File: src/rtl/program_loader_if.sv
// program_loader_if: byte-stream input and instruction-memory / CPU-control outputs of the boot loader.
// Latency: none, wires only.
// Backpressure: none; the receiver strobes bytes and the loader always takes them.
interface program_loader_if #(
    parameter int ADDR_WIDTH = 10
);
    logic [7:0]            rx_data;
    logic                  rx_valid;
    logic                  imem_we;
    logic [ADDR_WIDTH-1:0] imem_addr;
    logic [31:0]           imem_wdata;
    logic                  cpu_run;
    logic                  done;
    logic                  error;
    logic [ADDR_WIDTH:0]   words_loaded;

    // Loader side: consumes the byte stream, drives memory writes and CPU control.
    modport master (
        input  rx_data, rx_valid,
        output imem_we, imem_addr, imem_wdata, cpu_run, done, error, words_loaded
    );

    // System side: supplies bytes, observes memory writes and CPU control.
    modport slave (
        output rx_data, rx_valid,
        input  imem_we, imem_addr, imem_wdata, cpu_run, done, error, words_loaded
    );
endinterface

File: src/rtl/program_loader.sv
// program_loader: assembles a length-prefixed big-endian byte stream into instruction memory, then releases the CPU.
// Latency: imem write 1 cycle after a word's 4th byte; cpu_run/done/error 1 cycle after the deciding byte or timeout.
// Backpressure: none, every rx_valid byte is taken; LOADER_CHECKSUM_EN adds a trailing mod-256 checksum byte.
module program_loader #(
    parameter int ADDR_WIDTH     = 10,
    parameter int TIMEOUT_CYCLES = 100000
) (
    input  logic             clock,
    input  logic             reset_n,
    program_loader_if.master bus
);
    localparam int unsigned MAX_WORDS = 32'd1 << ADDR_WIDTH;
    // The counter only ever needs to hold TIMEOUT_CYCLES-1; the next idle edge is the timeout.
    localparam int TW = (TIMEOUT_CYCLES > 1) ? $clog2(TIMEOUT_CYCLES) : 1;
    localparam logic [TW-1:0] TO_LAST = TW'((TIMEOUT_CYCLES > 0) ? TIMEOUT_CYCLES - 1 : 0);

    typedef enum logic [2:0] {
        S_LEN_HI,
        S_LEN_LO,
        S_DATA,
`ifdef LOADER_CHECKSUM_EN
        S_CHECK,
`endif
        S_RUN,
        S_ERROR
    } state_t;

    state_t                state_q, state_d;
    logic [7:0]            len_hi_q;
    logic [15:0]           n_q;
    logic [23:0]           asm_q;      // first three bytes of the word; the 4th goes straight to imem_wdata
    logic [1:0]            idx_q;
    logic [TW-1:0]         cnt_q;
    logic                  imem_we_q;
    logic [31:0]           imem_wdata_q;
    logic                  cpu_run_q;
    logic                  done_q;
    logic                  error_q;
    logic [ADDR_WIDTH:0]   words_q;
`ifdef LOADER_CHECKSUM_EN
    logic [7:0]            sum_q;
    logic [7:0]            ck_total;
`endif

    logic                  accept;
    logic                  timed;
    logic                  timeout_hit;
    logic                  word_done;
    logic                  last_word;
    logic                  len_bad;
    logic [15:0]           n_new;

    // Next-state decode: which byte is being taken, whether a word completes, and where the frame goes next.
    always_comb begin
        state_d     = state_q;
        accept      = 1'b0;
        timed       = 1'b0;
        word_done   = 1'b0;
        n_new       = {len_hi_q, bus.rx_data};
        len_bad     = (n_new == 16'd0) || (32'(n_new) > MAX_WORDS);
        // words_q has not yet counted the word completing now, hence the +1.
        last_word   = (32'(words_q) + 32'd1) == 32'(n_q);
`ifdef LOADER_CHECKSUM_EN
        ck_total    = sum_q + bus.rx_data;
`endif
        case (state_q)
            S_LEN_HI: begin
                accept = bus.rx_valid;
                if (bus.rx_valid) state_d = S_LEN_LO;
            end
            S_LEN_LO: begin
                timed  = 1'b1;
                accept = bus.rx_valid;
                if (bus.rx_valid) state_d = len_bad ? S_ERROR : S_DATA;
            end
            S_DATA: begin
                timed  = 1'b1;
                accept = bus.rx_valid;
                if (bus.rx_valid && idx_q == 2'd3) begin
                    word_done = 1'b1;
`ifdef LOADER_CHECKSUM_EN
                    if (last_word) state_d = S_CHECK;
`else
                    if (last_word) state_d = S_RUN;
`endif
                end
            end
`ifdef LOADER_CHECKSUM_EN
            S_CHECK: begin
                timed  = 1'b1;
                accept = bus.rx_valid;
                if (bus.rx_valid) state_d = (ck_total == 8'd0) ? S_RUN : S_ERROR;
            end
`endif
            default: ;
        endcase
        // A byte in the timeout cycle wins, so the timeout only fires on an idle edge.
        timeout_hit = (TIMEOUT_CYCLES != 0) && timed && !bus.rx_valid && (cnt_q == TO_LAST);
        if (timeout_hit) state_d = S_ERROR;
    end

    // State register.
    always_ff @(posedge clock or negedge reset_n) begin
        if (!reset_n) state_q <= S_LEN_HI;
        else          state_q <= state_d;
    end

    // Datapath: length latch, word assembly, write pulse, word count, idle counter and registered status.
    always_ff @(posedge clock or negedge reset_n) begin
        if (!reset_n) begin
            len_hi_q     <= '0;
            n_q          <= '0;
            asm_q        <= '0;
            idx_q        <= '0;
            cnt_q        <= '0;
            imem_we_q    <= 1'b0;
            imem_wdata_q <= '0;
            cpu_run_q    <= 1'b0;
            done_q       <= 1'b0;
            error_q      <= 1'b0;
            words_q      <= '0;
`ifdef LOADER_CHECKSUM_EN
            sum_q        <= '0;
`endif
        end else begin
            imem_we_q <= word_done;
            if (word_done) imem_wdata_q <= {asm_q, bus.rx_data};
            if (imem_we_q) words_q <= words_q + (ADDR_WIDTH+1)'(1);
            if (accept && state_q == S_LEN_HI) len_hi_q <= bus.rx_data;
            if (accept && state_q == S_LEN_LO) n_q <= n_new;
            if (accept && state_q == S_DATA) begin
                asm_q <= {asm_q[15:0], bus.rx_data};
                idx_q <= idx_q + 2'd1;
`ifdef LOADER_CHECKSUM_EN
                sum_q <= sum_q + bus.rx_data;
`endif
            end
            if (accept)                   cnt_q <= '0;
            else if (timed && !timeout_hit) cnt_q <= cnt_q + TW'(1);
            cpu_run_q <= (state_d == S_RUN);
            done_q    <= (state_d == S_RUN);
            error_q   <= (state_d == S_ERROR);
        end
    end

    assign bus.imem_we      = imem_we_q;
    assign bus.imem_addr    = words_q[ADDR_WIDTH-1:0];
    assign bus.imem_wdata   = imem_wdata_q;
    assign bus.cpu_run      = cpu_run_q;
    assign bus.done         = done_q;
    assign bus.error        = error_q;
    assign bus.words_loaded = words_q;
endmodule

File: src/flat_wrapper.sv
// flat-port wrapper written by rule: the top's interface ports become plain ports
module program_loader_flat 
#(
    parameter int ADDR_WIDTH     = 10,
    parameter int TIMEOUT_CYCLES = 100000
)
  (clock, reset_n, bus_rx_data, bus_rx_valid, bus_imem_we, bus_imem_addr, bus_imem_wdata, bus_cpu_run, bus_done, bus_error, bus_words_loaded);
  program_loader_if #(.ADDR_WIDTH(ADDR_WIDTH)) bus_i ();
  input  logic clock;
  input  logic reset_n;
  input wire logic [$bits(bus_i.rx_data)-1:0] bus_rx_data;
  input wire logic [$bits(bus_i.rx_valid)-1:0] bus_rx_valid;
  output wire logic [$bits(bus_i.imem_we)-1:0] bus_imem_we;
  output wire logic [$bits(bus_i.imem_addr)-1:0] bus_imem_addr;
  output wire logic [$bits(bus_i.imem_wdata)-1:0] bus_imem_wdata;
  output wire logic [$bits(bus_i.cpu_run)-1:0] bus_cpu_run;
  output wire logic [$bits(bus_i.done)-1:0] bus_done;
  output wire logic [$bits(bus_i.error)-1:0] bus_error;
  output wire logic [$bits(bus_i.words_loaded)-1:0] bus_words_loaded;
  assign bus_i.rx_data = bus_rx_data;
  assign bus_i.rx_valid = bus_rx_valid;
  assign bus_imem_we = bus_i.imem_we;
  assign bus_imem_addr = bus_i.imem_addr;
  assign bus_imem_wdata = bus_i.imem_wdata;
  assign bus_cpu_run = bus_i.cpu_run;
  assign bus_done = bus_i.done;
  assign bus_error = bus_i.error;
  assign bus_words_loaded = bus_i.words_loaded;
  program_loader #(.ADDR_WIDTH(ADDR_WIDTH), .TIMEOUT_CYCLES(TIMEOUT_CYCLES)) u_core (.clock(clock), .reset_n(reset_n), .bus(bus_i));
endmodule
File: config.mk
export PLATFORM = sky130hd
export DESIGN_NAME = program_loader_flat
export DESIGN_NICKNAME = d
export VERILOG_FILES = /design/src/rtl/program_loader_if.sv /design/src/rtl/program_loader.sv /design/src/flat_wrapper.sv
export SDC_FILE = /design/constraint.sdc
export NUM_CORES = 1
export LEC_CHECK = 0
export ABC_AREA = 1
export CORE_MARGIN = 2
export CORE_UTILIZATION = 50
export DETAILED_ROUTE_END_ITERATION = 16
export PLACE_DENSITY = 0.82
export SKIP_CTS_REPAIR_TIMING = 1
export SLEW_MARGIN = 30
export SYNTH_ARGS = -nofsm -noshare
export SYNTH_HDL_FRONTEND = slang
export SYNTH_SLANG_ARGS = --single-unit
File: constraint.sdc
create_clock -name clock -period 3.6 [get_ports clock]
set_clock_uncertainty 0.05 [all_clocks]
set_input_delay 0.36 -clock clock [delete_from_list [all_inputs] [get_ports clock]]
set_output_delay 0.36 -clock clock [all_outputs]
set_load 0.01 [all_outputs]
==> flow_metrics.env, run 1 <==
export IMPL_outcome="completed"
export IMPL_min_period_ns=2.57
export IMPL_core_region_area_um2=10800
export IMPL_firstDrtPassIters=6
export IMPL_wire_per_inst_um=14.9
export IMPL_ys_seq_elements=116
export IMPL_num_vias=4684
export IMPL_synthDistinctLibCells=35
export IMPL_port_buffers=67
export IMPL_netlist_top_cells_area="dfrtp_1 (52%), nand2_1 (12%), o21ai_0 (5.8%)"
export IMPL_crit_path_start_kind="flip-flop"
export IMPL_power_mw=3.11
export IMPL_rsz0062_at_grt="no"
export IMPL_grt_busiest_layer="met2"
export IMPL_area_delta_synth_final_pct=23.8
export IMPL_ir_drop_mv=0.235
export IMPL_hold_violations=0
export IMPL_cp_data_arrival_time_ns=2.90
export IMPL_p_sw_frac=0.240
export IMPL_power_per_cell_area_nw_per_um2=453
export IMPL_path_max_fanout=36
export IMPL_p_switching_uw=747
export IMPL_final_antenna_net_count=0
export IMPL_final_core_util=0.635
export IMPL_die_area_um2=12000
export IMPL_cts_sinks=116
export IMPL_end_kind="flip-flop"
export IMPL_rows=38
export IMPL_grt_pass1_vias=4590
export IMPL_grt_pass1_wl_mm=21.8
export IMPL_drt_vias_per_instance=5.34
export IMPL_gr_total_overflow=0
export IMPL_leakage_nw=3.26
export IMPL_diodes=0
export IMPL_power_internal_mw=2.37
export IMPL_ys_warn_count=0
export IMPL_crit_required_ns=3.93
export IMPL_gr_usage_met3=0.0480
export IMPL_io_pins=68
export IMPL_clkLatencyLatePin_ns=0.51
export IMPL_setup_tns_final_ns=0
export IMPL_dp_hpwl_mm=9.18
export IMPL_final_cells=877
export IMPL_drt_total_wl_mm=13.0
export IMPL_p_comb_frac=0.027
export IMPL_drtIter0Drc=349
export IMPL_ys_seq_area_frac=0.522
export IMPL_antenna_found_initial=0
export IMPL_clkSlewWorstSetupHoldPaths_ns=0.06
export IMPL_gp_congestion=0.892
export IMPL_hold_path_class="input pin to async pin"
export IMPL_fp_dieH_um=109
export IMPL_cap_violations=0
export IMPL_cts_buffers=17
export IMPL_track_usage=0.237
export IMPL_avgSynthCellArea_um2=8.40
export IMPL_finalSetupViolations=0
export IMPL_final_nets=738
export IMPL_dp_cells=844
export IMPL_cts_root_buffer="clkbuf_8"
export IMPL_synthCells=662
export IMPL_grt_use_met1=0.288
export IMPL_grt_max_degree=60
export IMPL_start_util=0.513
export IMPL_drc=0
export IMPL_cts_buffer_depth=2
export IMPL_drive_above_1_share=0.123
export IMPL_cts_tree="done"
export IMPL_fin_crit_sh=0.714
export IMPL_use_met2=0.420
export IMPL_synth_fp_nets=676
export IMPL_seq_power_share=0.429
export IMPL_timing_final_ws_setup_ns=1.03
export IMPL_die_x_um=109
export IMPL_final_max_slew_viol_count=0
export IMPL_worst_pin_slew_ns=0.881
export IMPL_yosys_area_top_type="dfrtp_1"
export IMPL_netlist_area_um2=5560
export IMPL_cts_htree_levels=4
export IMPL_clock_power_share=0.544
export IMPL_slew_headroom=0.409
export IMPL_place_ws_ns=0.790
export IMPL_clock_fmax_ghz=0.389
export IMPL_synth_top_cell_area_share=0.522
export IMPL_path_class="flip-flop to flip-flop"
==> metal layers <==
| metal | wire [um] | vias to the layer above |
|---|---|---|
| li1 | - | 2231 |
| met1 | 5290 | 2276 |
| met2 | 6780 | 154 |
| met3 | 718 | 23 |
| met4 | 249 | 0 |
| met5 | 0 | - |
==> worst max-delay path, cell delays in order (launching register included) <==
cell and delay (ns):
dfrtp_1 0.42, inv_1 0.11, nand2_2 0.10, nor2_4 0.13
inv_4 0.06, nor2_8 0.33, nand2_1 0.59, buf_4 0.45
nand2_1 0.10, o21ai_0 0.09
==> state kept, by name, summed over array words and instances, names as in the netlist <==
register                 count
u_core.asm_q                24
u_core.bus.cpu_run           1
u_core.bus.error             1
u_core.bus.imem_wdata       32
u_core.bus.imem_we           1
u_core.bus.words_loaded     11
u_core.cnt_q                17
u_core.idx_q                 2
u_core.len_hi_q              8
u_core.n_q                  16
u_core.state_q               3
==> cell usage in the layout, fill, tap and decap left out, drive strengths merged <==
master,Yosys,final
a21oi,12,12
buf,20,5
bufinv,0,2
clkbuf,9,17
clkdlybuf4s50,0,66
clkinv,3,5
clkinvlp,0,1
dfrtp,116,116
dlygate4sd3,0,1
ha,3,3
inv,80,90
nand2,195,195
nand3,46,46
nand3b,4,4
nand4,7,7
nor2,42,42
nor3,8,8
nor3b,1,1
nor4,6,6
o211ai,1,1
o21ai,96,96
o21bai,1,1
xor2,12,12
==> path summary, 6_finish.rpt <==
check | from | endpoint | slack [ns] | depth (start not counted)
worst min-delay path | reset_n | u_core.bus.imem_wdata[28] | 0.40 | 2
worst max register to register | u_core.state_q[0] | u_core.bus.imem_wdata[11] | 1.03 | 9
min in group clock | u_core.asm_q[21] | u_core.bus.imem_wdata[29] | 0.42 | 2
worst min register to register | u_core.asm_q[21] | u_core.bus.imem_wdata[29] | 0.42 | 2
worst max-delay path | u_core.state_q[0] | u_core.bus.imem_wdata[11] | 1.03 | 9
max in group asynchronous | reset_n | u_core.len_hi_q[5] | 2.35 | 3
==> logic make-up (layout without fill, tap and decap cells) <==
| family | count (synthesis) | after routing | share of synthesized area |
|---|---|---|---|
| simple gates | 309 | 309 | 0.257 |
| flops | 116 | 116 | 0.522 |
| buf+inv | 112 | 187 | 0.0873 |
| compound gates | 110 | 110 | 0.108 |
| xor+xnor | 12 | 12 | 0.0189 |
| fa+ha+maj | 3 | 3 | 0.00675 |
==> final cells by class <==
class / count / area, um^2
flip-flops and latches: 116 / 2900
clock buffers: 17 / 414
clock inverters: 15 / 183
well taps: 140 / 175
fillers: 859 / 3960
repair buffers: 72 / 721
inverters: 83 / 314
multi-input cells: 434 / 2170
==> metrics by stage <==
| stage | area [um^2] | hold WS [ns] |
|---|---|---|
| 6_report | 6880 | 0.404 |
| 5_1_grt | 6880 | 0.458 |
| 4_1_cts | 6870 | -0.109 |
| 3_5_place_dp | 6270 | 0.407 |
| 3_3_place_gp | 6270 | 0.408 |
| 2_1_floorplan | 5560 | 0.0144 |
==> synthesized netlist by cell type (all sizes together) <==
master and count:
clkinv 3, nor3b 1, nand3 46, nor3 8
o21ai 96, o211ai 1, buf 20, dfrtp 116
inv 80, a21oi 12, nand4 7, nand3b 4
xor2 12, clkbuf 9, ha 3, o21bai 1
nor4 6, nor2 42, nand2 195
==> power groups by stage <==
| stage | clock network [mW] | registers [mW] | logic [mW] |
|---|---|---|---|
| 3_5_place_dp | 0 | 1.36 | 0.0827 |
| 3_3_place_gp | 0 | 1.36 | 0.0793 |
| 5_1_grt | 1.77 | 1.34 | 0.0950 |
| 2_1_floorplan | 0 | 1.36 | 0.0270 |
| 4_1_cts | 1.70 | 1.34 | 0.0849 |
| 6_report | 1.69 | 1.34 | 0.0842 |
Power figures use the tool's default switching activity.
==> inputs of run 2 (changes only) <==
--- a/config.mk
+++ b/config.mk
@@ -9,7 +9,7 @@
 export CORE_MARGIN = 2
 export CORE_UTILIZATION = 50
 export DETAILED_ROUTE_END_ITERATION = 16
-export PLACE_DENSITY = 0.82
+export PLACE_DENSITY = 0.85
 export SKIP_CTS_REPAIR_TIMING = 1
 export SLEW_MARGIN = 30
 export SYNTH_ARGS = -nofsm -noshare
==> constraint.sdc (replaced) <==
create_clock -name clock -period 2.35 [get_ports clock]
set_clock_uncertainty 0.05 [all_clocks]
set_input_delay 0.235 -clock clock [delete_from_list [all_inputs] [get_ports clock]]
set_output_delay 0.235 -clock clock [all_outputs]
set_load 0.01 [all_outputs]
==> flow_metrics.env, run 2 (same netlist as run 1, synthesis figures left out) <==
export IMPL_gp_congestion=0.922
export IMPL_worst_pin_slew_ns=0.517
export IMPL_dp_cells=848
export IMPL_fin_crit_sh=0.899
export IMPL_final_antenna_net_count=0
export IMPL_slew_headroom=0.655
export IMPL_wire_per_inst_um=15.6
export IMPL_power_per_cell_area_nw_per_um2=697
export IMPL_min_period_ns=2.11
export IMPL_clkLatencyLatePin_ns=0.52
export IMPL_cpMaxStageDelayCell="dfrtp_1"
export IMPL_drt_total_wl_mm=13.8
export IMPL_core_region_area_um2=10800
export IMPL_cts_tree="done"
export IMPL_drtIter0Drc=427
export IMPL_cap_violations=0
export IMPL_grt_busiest_layer="met2"
export IMPL_final_common_cell="nand2_1"
export IMPL_firstDrtPassIters=5
export IMPL_outcome="completed"
export IMPL_gr_usage_met3=0.0563
export IMPL_drc=0
export IMPL_path_class="flip-flop to flip-flop"
export IMPL_rows=38
export IMPL_path_max_fanout=12
export IMPL_cpMostUsedCell="nand2_2"
export IMPL_slowest_delay_ns=0.42
export IMPL_grt_pass1_vias=4773
export IMPL_cts_buffers=17
export IMPL_crit_path_start_kind="flip-flop"
export IMPL_layout_common_cells="nand2_1 (184), dfrtp_1 (116), inv_1 (68), clkdlybuf4s50_1 (66), o21ai_0 (64)"
export IMPL_crit_chain="ha_1 > nand2_2 > nor2_4 > inv_2 > nor3_2 > nand4_2 > nand2_4 > nand2_2 > nand3_1 > nand2_1 > a21oi_1"
export IMPL_cts_sinks=116
export IMPL_clkSlewWorstSetupHoldPaths_ns=0.06
export IMPL_use_met2=0.421
export IMPL_drive_above_1_share=0.128
export IMPL_power_mw=4.83
export IMPL_fp_dieH_um=109
export IMPL_cts_root_buffer="clkbuf_8"
export IMPL_final_nets=742
export IMPL_finalSetupViolations=0
export IMPL_antenna_found_initial=0
export IMPL_diodes=0
export IMPL_final_max_slew_viol_count=0
export IMPL_end_kind="flip-flop"
export IMPL_hold_path_class="input pin to async pin"
export IMPL_largest_reg_flops=32
export IMPL_start_util=0.513
export IMPL_final_cells=881
export IMPL_die_x_um=109
export IMPL_crit_required_ns=2.74
export IMPL_num_vias=4705
export IMPL_drt_vias_per_instance=5.34
export IMPL_dp_hpwl_mm=9.10
export IMPL_gr_total_overflow=0
export IMPL_grt_max_degree=99
export IMPL_ir_drop_mv=0.471
export IMPL_hold_violations=0
export IMPL_die_area_um2=12000
export IMPL_cts_htree_levels=4
export IMPL_port_buffers=67
export IMPL_track_usage=0.252
export IMPL_setup_tns_final_ns=0
export IMPL_cp_data_arrival_time_ns=2.51
export IMPL_leakage_nw=3.28
export IMPL_io_pins=68
export IMPL_rsz0062_at_grt="no"
export IMPL_area_delta_synth_final_pct=24.6
export IMPL_grt_pass1_wl_mm=23.1
export IMPL_grt_use_met1=0.320
export IMPL_clock_fmax_ghz=0.473
export IMPL_cts_buffer_depth=2
==> run 2: worst max-delay path, delay by kind of cell (launching register included) <==
kind / cells / cell delay, ns
fa+ha+maj: 1 / 0.23
buf+inv: 1 / 0.05
simple gates: 8 / 1.16
flops: 1 / 0.42
compound gates: 1 / 0.11
==> run 2: per-stage QoR <==
stage	hold WS (ns)	utilization	area (um^2)	setup slack, ns
finish	0.0790	0.639	6920	0.237
CTS	-0.467	0.638	6910	0.253
global route	0.0933	0.639	6920	0.0312
floorplan	-0.111	-	5560	0.650
global placement	0.0755	0.581	6300	0.198
detailed placement	0.0794	0.581	6300	0.133
==> run 2: path summary, 6_finish.rpt <==
path / from / slack, ns / endpoint / cells after the start
worst max-delay path: u_core.cnt_q[0] / 0.24 / u_core.cnt_q[15] / 11
worst min-delay path: reset_n / 0.08 / u_core.bus.imem_wdata[30] / 2
worst max register to register: u_core.cnt_q[0] / 0.24 / u_core.cnt_q[15] / 11
worst min register to register: u_core.asm_q[22] / 0.42 / u_core.bus.imem_wdata[30] / 2
max in group asynchronous: reset_n / 1.39 / u_core.bus.error / 3
min in group clock: bus_rx_data[0] / 0.32 / u_core.n_q[0] / 3
==> run 2: area by class of cell <==
class	count	area (um^2)
clock buffer	19	442
clock inverter	13	169
fill	856	3920
inverter	83	314
multi-input combinational	434	2170
sequential	116	2900
tap	140	175
timing repair buffer	76	751
==> run 2: power breakdown <==
| group | internal [mW] | leakage [nW] | switching [mW] |
|---|---|---|---|
| clock | 1.69 | 0.300 | 0.962 |
| sequential | 2.03 | 1.41 | 0.0188 |
| combinational | 0.0358 | 1.57 | 0.0925 |
| total | 3.75 | 3.28 | 1.07 |
==> run 2: layer usage <==
layer  share of wire  vias up
met4           0.028        0
met5               0        -
met3           0.055       40
li1                -     2245
met2            0.50      180
met1            0.42     2240
==> inputs of run 3 (changes only) <==
--- a/config.mk
+++ b/config.mk
@@ -9,7 +9,7 @@
 export CORE_MARGIN = 2
 export CORE_UTILIZATION = 50
 export DETAILED_ROUTE_END_ITERATION = 16
-export PLACE_DENSITY = 0.85
+export PLACE_DENSITY = 0.77
 export SKIP_CTS_REPAIR_TIMING = 1
 export SLEW_MARGIN = 30
 export SYNTH_ARGS = -nofsm -noshare
==> flow_metrics.env, run 3 (same netlist as run 1, synthesis figures left out) <==
export IMPL_num_vias=4616
export IMPL_fillers=905
export IMPL_slew_headroom=0.696
export IMPL_cts_buffer_depth=2
export IMPL_hold_violations=0
export IMPL_cp_data_arrival_time_ns=2.40
export IMPL_fp_dieH_um=109
export IMPL_finalSetupViolations=0
export IMPL_largest_reg_flops=32
export IMPL_dp_hpwl_mm=8.80
export IMPL_cts_sinks=116
export IMPL_setup_tns_final_ns=0
export IMPL_cts_htree_levels=4
export IMPL_antenna_found_initial=0
export IMPL_rows=38
export IMPL_multi_input_area_um2=2170
export IMPL_start_util=0.513
export IMPL_drt_vias_per_instance=5.23
export IMPL_drc=0
export IMPL_hold_path_class="input pin to async pin"
export IMPL_fin_crit_sh=0.850
export IMPL_io_pins=68
export IMPL_ir_drop_mv=0.453
export IMPL_gp_congestion=0.867
export IMPL_leakage_nw=3.25
export IMPL_gr_total_overflow=0
export IMPL_register_area_um2=2900
export IMPL_final_core_util=0.635
export IMPL_final_max_slew_viol_count=0
export IMPL_drtIter0Drc=363
export IMPL_power_per_cell_area_nw_per_um2=664
export IMPL_wire_per_inst_um=14.4
export IMPL_final_nets=743
export IMPL_firstDrtPassIters=5
export IMPL_drt_total_wl_mm=12.7
export IMPL_layout_common_cells="nand2_1 (184), dfrtp_1 (116), inv_1 (68), clkdlybuf4s50_1 (66), o21ai_0 (64)"
export IMPL_grt_pass1_wl_mm=21.6
export IMPL_clock_fmax_ghz=0.501
export IMPL_track_usage=0.235
export IMPL_worst_pin_slew_ns=0.456
export IMPL_cts_tree="done"
export IMPL_power_mw=4.57
export IMPL_core_region_area_um2=10800
export IMPL_clkSlewWorstSetupHoldPaths_ns=0.06
export IMPL_area_delta_synth_final_pct=23.8
export IMPL_final_antenna_net_count=0
export IMPL_path_class="flip-flop to flip-flop"
export IMPL_end_kind="flip-flop"
export IMPL_clkLatencyLatePin_ns=0.52
export IMPL_cap_violations=0
export IMPL_path_max_fanout=12
export IMPL_min_period_ns=2.00
export IMPL_crit_path_start_kind="flip-flop"
export IMPL_drive_above_1_share=0.128
export IMPL_crit_required_ns=2.75
export IMPL_diodes=0
export IMPL_die_area_um2=12000
export IMPL_final_common_cell="nand2_1"
export IMPL_grt_pass1_vias=4544
export IMPL_grt_max_degree=89
export IMPL_cts_root_buffer="clkbuf_8"
export IMPL_outcome="completed"
export IMPL_die_x_um=109
export IMPL_rsz0062_at_grt="no"
export IMPL_cts_buffers=17
export IMPL_port_buffers=67
run 3: cell types whose count changed in the layout (fill, tap and decap cells not counted), sizes merged:
cell / change
buf: +1
inv: -4
clkinvlp: +5
clkinv: -1
clkbuf: +2
bufinv: -2
run 3: cell type report:
cell class                      instances  area share
Clock buffer                           21      0.0667
Clock inverter                         11      0.0149
Inverter                               83      0.0456
Multi-Input combinational cell        434       0.315
Sequential cell                       116       0.422
Tap cell                              140      0.0254
Timing Repair Buffer                   77       0.110
run 3: worst max-delay path, stage by stage (launching register included):
cell	delay [ns]
dfrtp_1	0.40
ha_1	0.21
nand2_2	0.11
nor2_4	0.13
inv_2	0.05
nor3_2	0.16
nand4_2	0.15
nand2_4	0.15
nand2_2	0.22
nand3_1	0.14
nand2_1	0.06
a21oi_1	0.11
run 3: power by group:
group,internal (mW),switching [mW],leakage [nW]
logic,0.0368,0.0894,1.57
clock network,1.48,0.912,0.259
registers,2.03,0.0193,1.41
total,3.55,1.02,3.25
run 3: final timing paths:
path / from / cells past startpoint / endpoint / slack, ns
worst max-delay path: u_core.cnt_q[0] / 11 / u_core.cnt_q[15] / 0.35
worst min-delay path: reset_n / 2 / u_core.bus.imem_wdata[25] / 0.12
worst max register to register: u_core.cnt_q[0] / 11 / u_core.cnt_q[15] / 0.35
worst min register to register: u_core.bus.imem_wdata[27] / 2 / u_core.bus.imem_wdata[27] / 0.42
max in group asynchronous: reset_n / 3 / u_core.cnt_q[2] / 1.37
min in group clock: bus_rx_data[2] / 3 / u_core.asm_q[2] / 0.33
run 3: per-stage QoR:
| step | hold WS [ns] | cell area, um^2 | setup WS [ns] | std cells |
|---|---|---|---|---|
| floorplan | -0.111 | 5560 | 0.650 | 662 |
| global placement | 0.130 | 6310 | 0.219 | 849 |
| detailed placement | 0.130 | 6310 | 0.161 | 849 |
| CTS | -0.423 | 6870 | 0.314 | 881 |
| global route | 0.155 | 6880 | 0.137 | 882 |
| finish | 0.124 | 6880 | 0.352 | 882 |
run 3: metal layers:
metal	up-vias	wire, um	track usage
met5	-	0	0
li1	2242	-	-
met4	0	308	0.111
met1	2192	5540	0.303
met3	32	704	0.0563
met2	150	6180	0.374
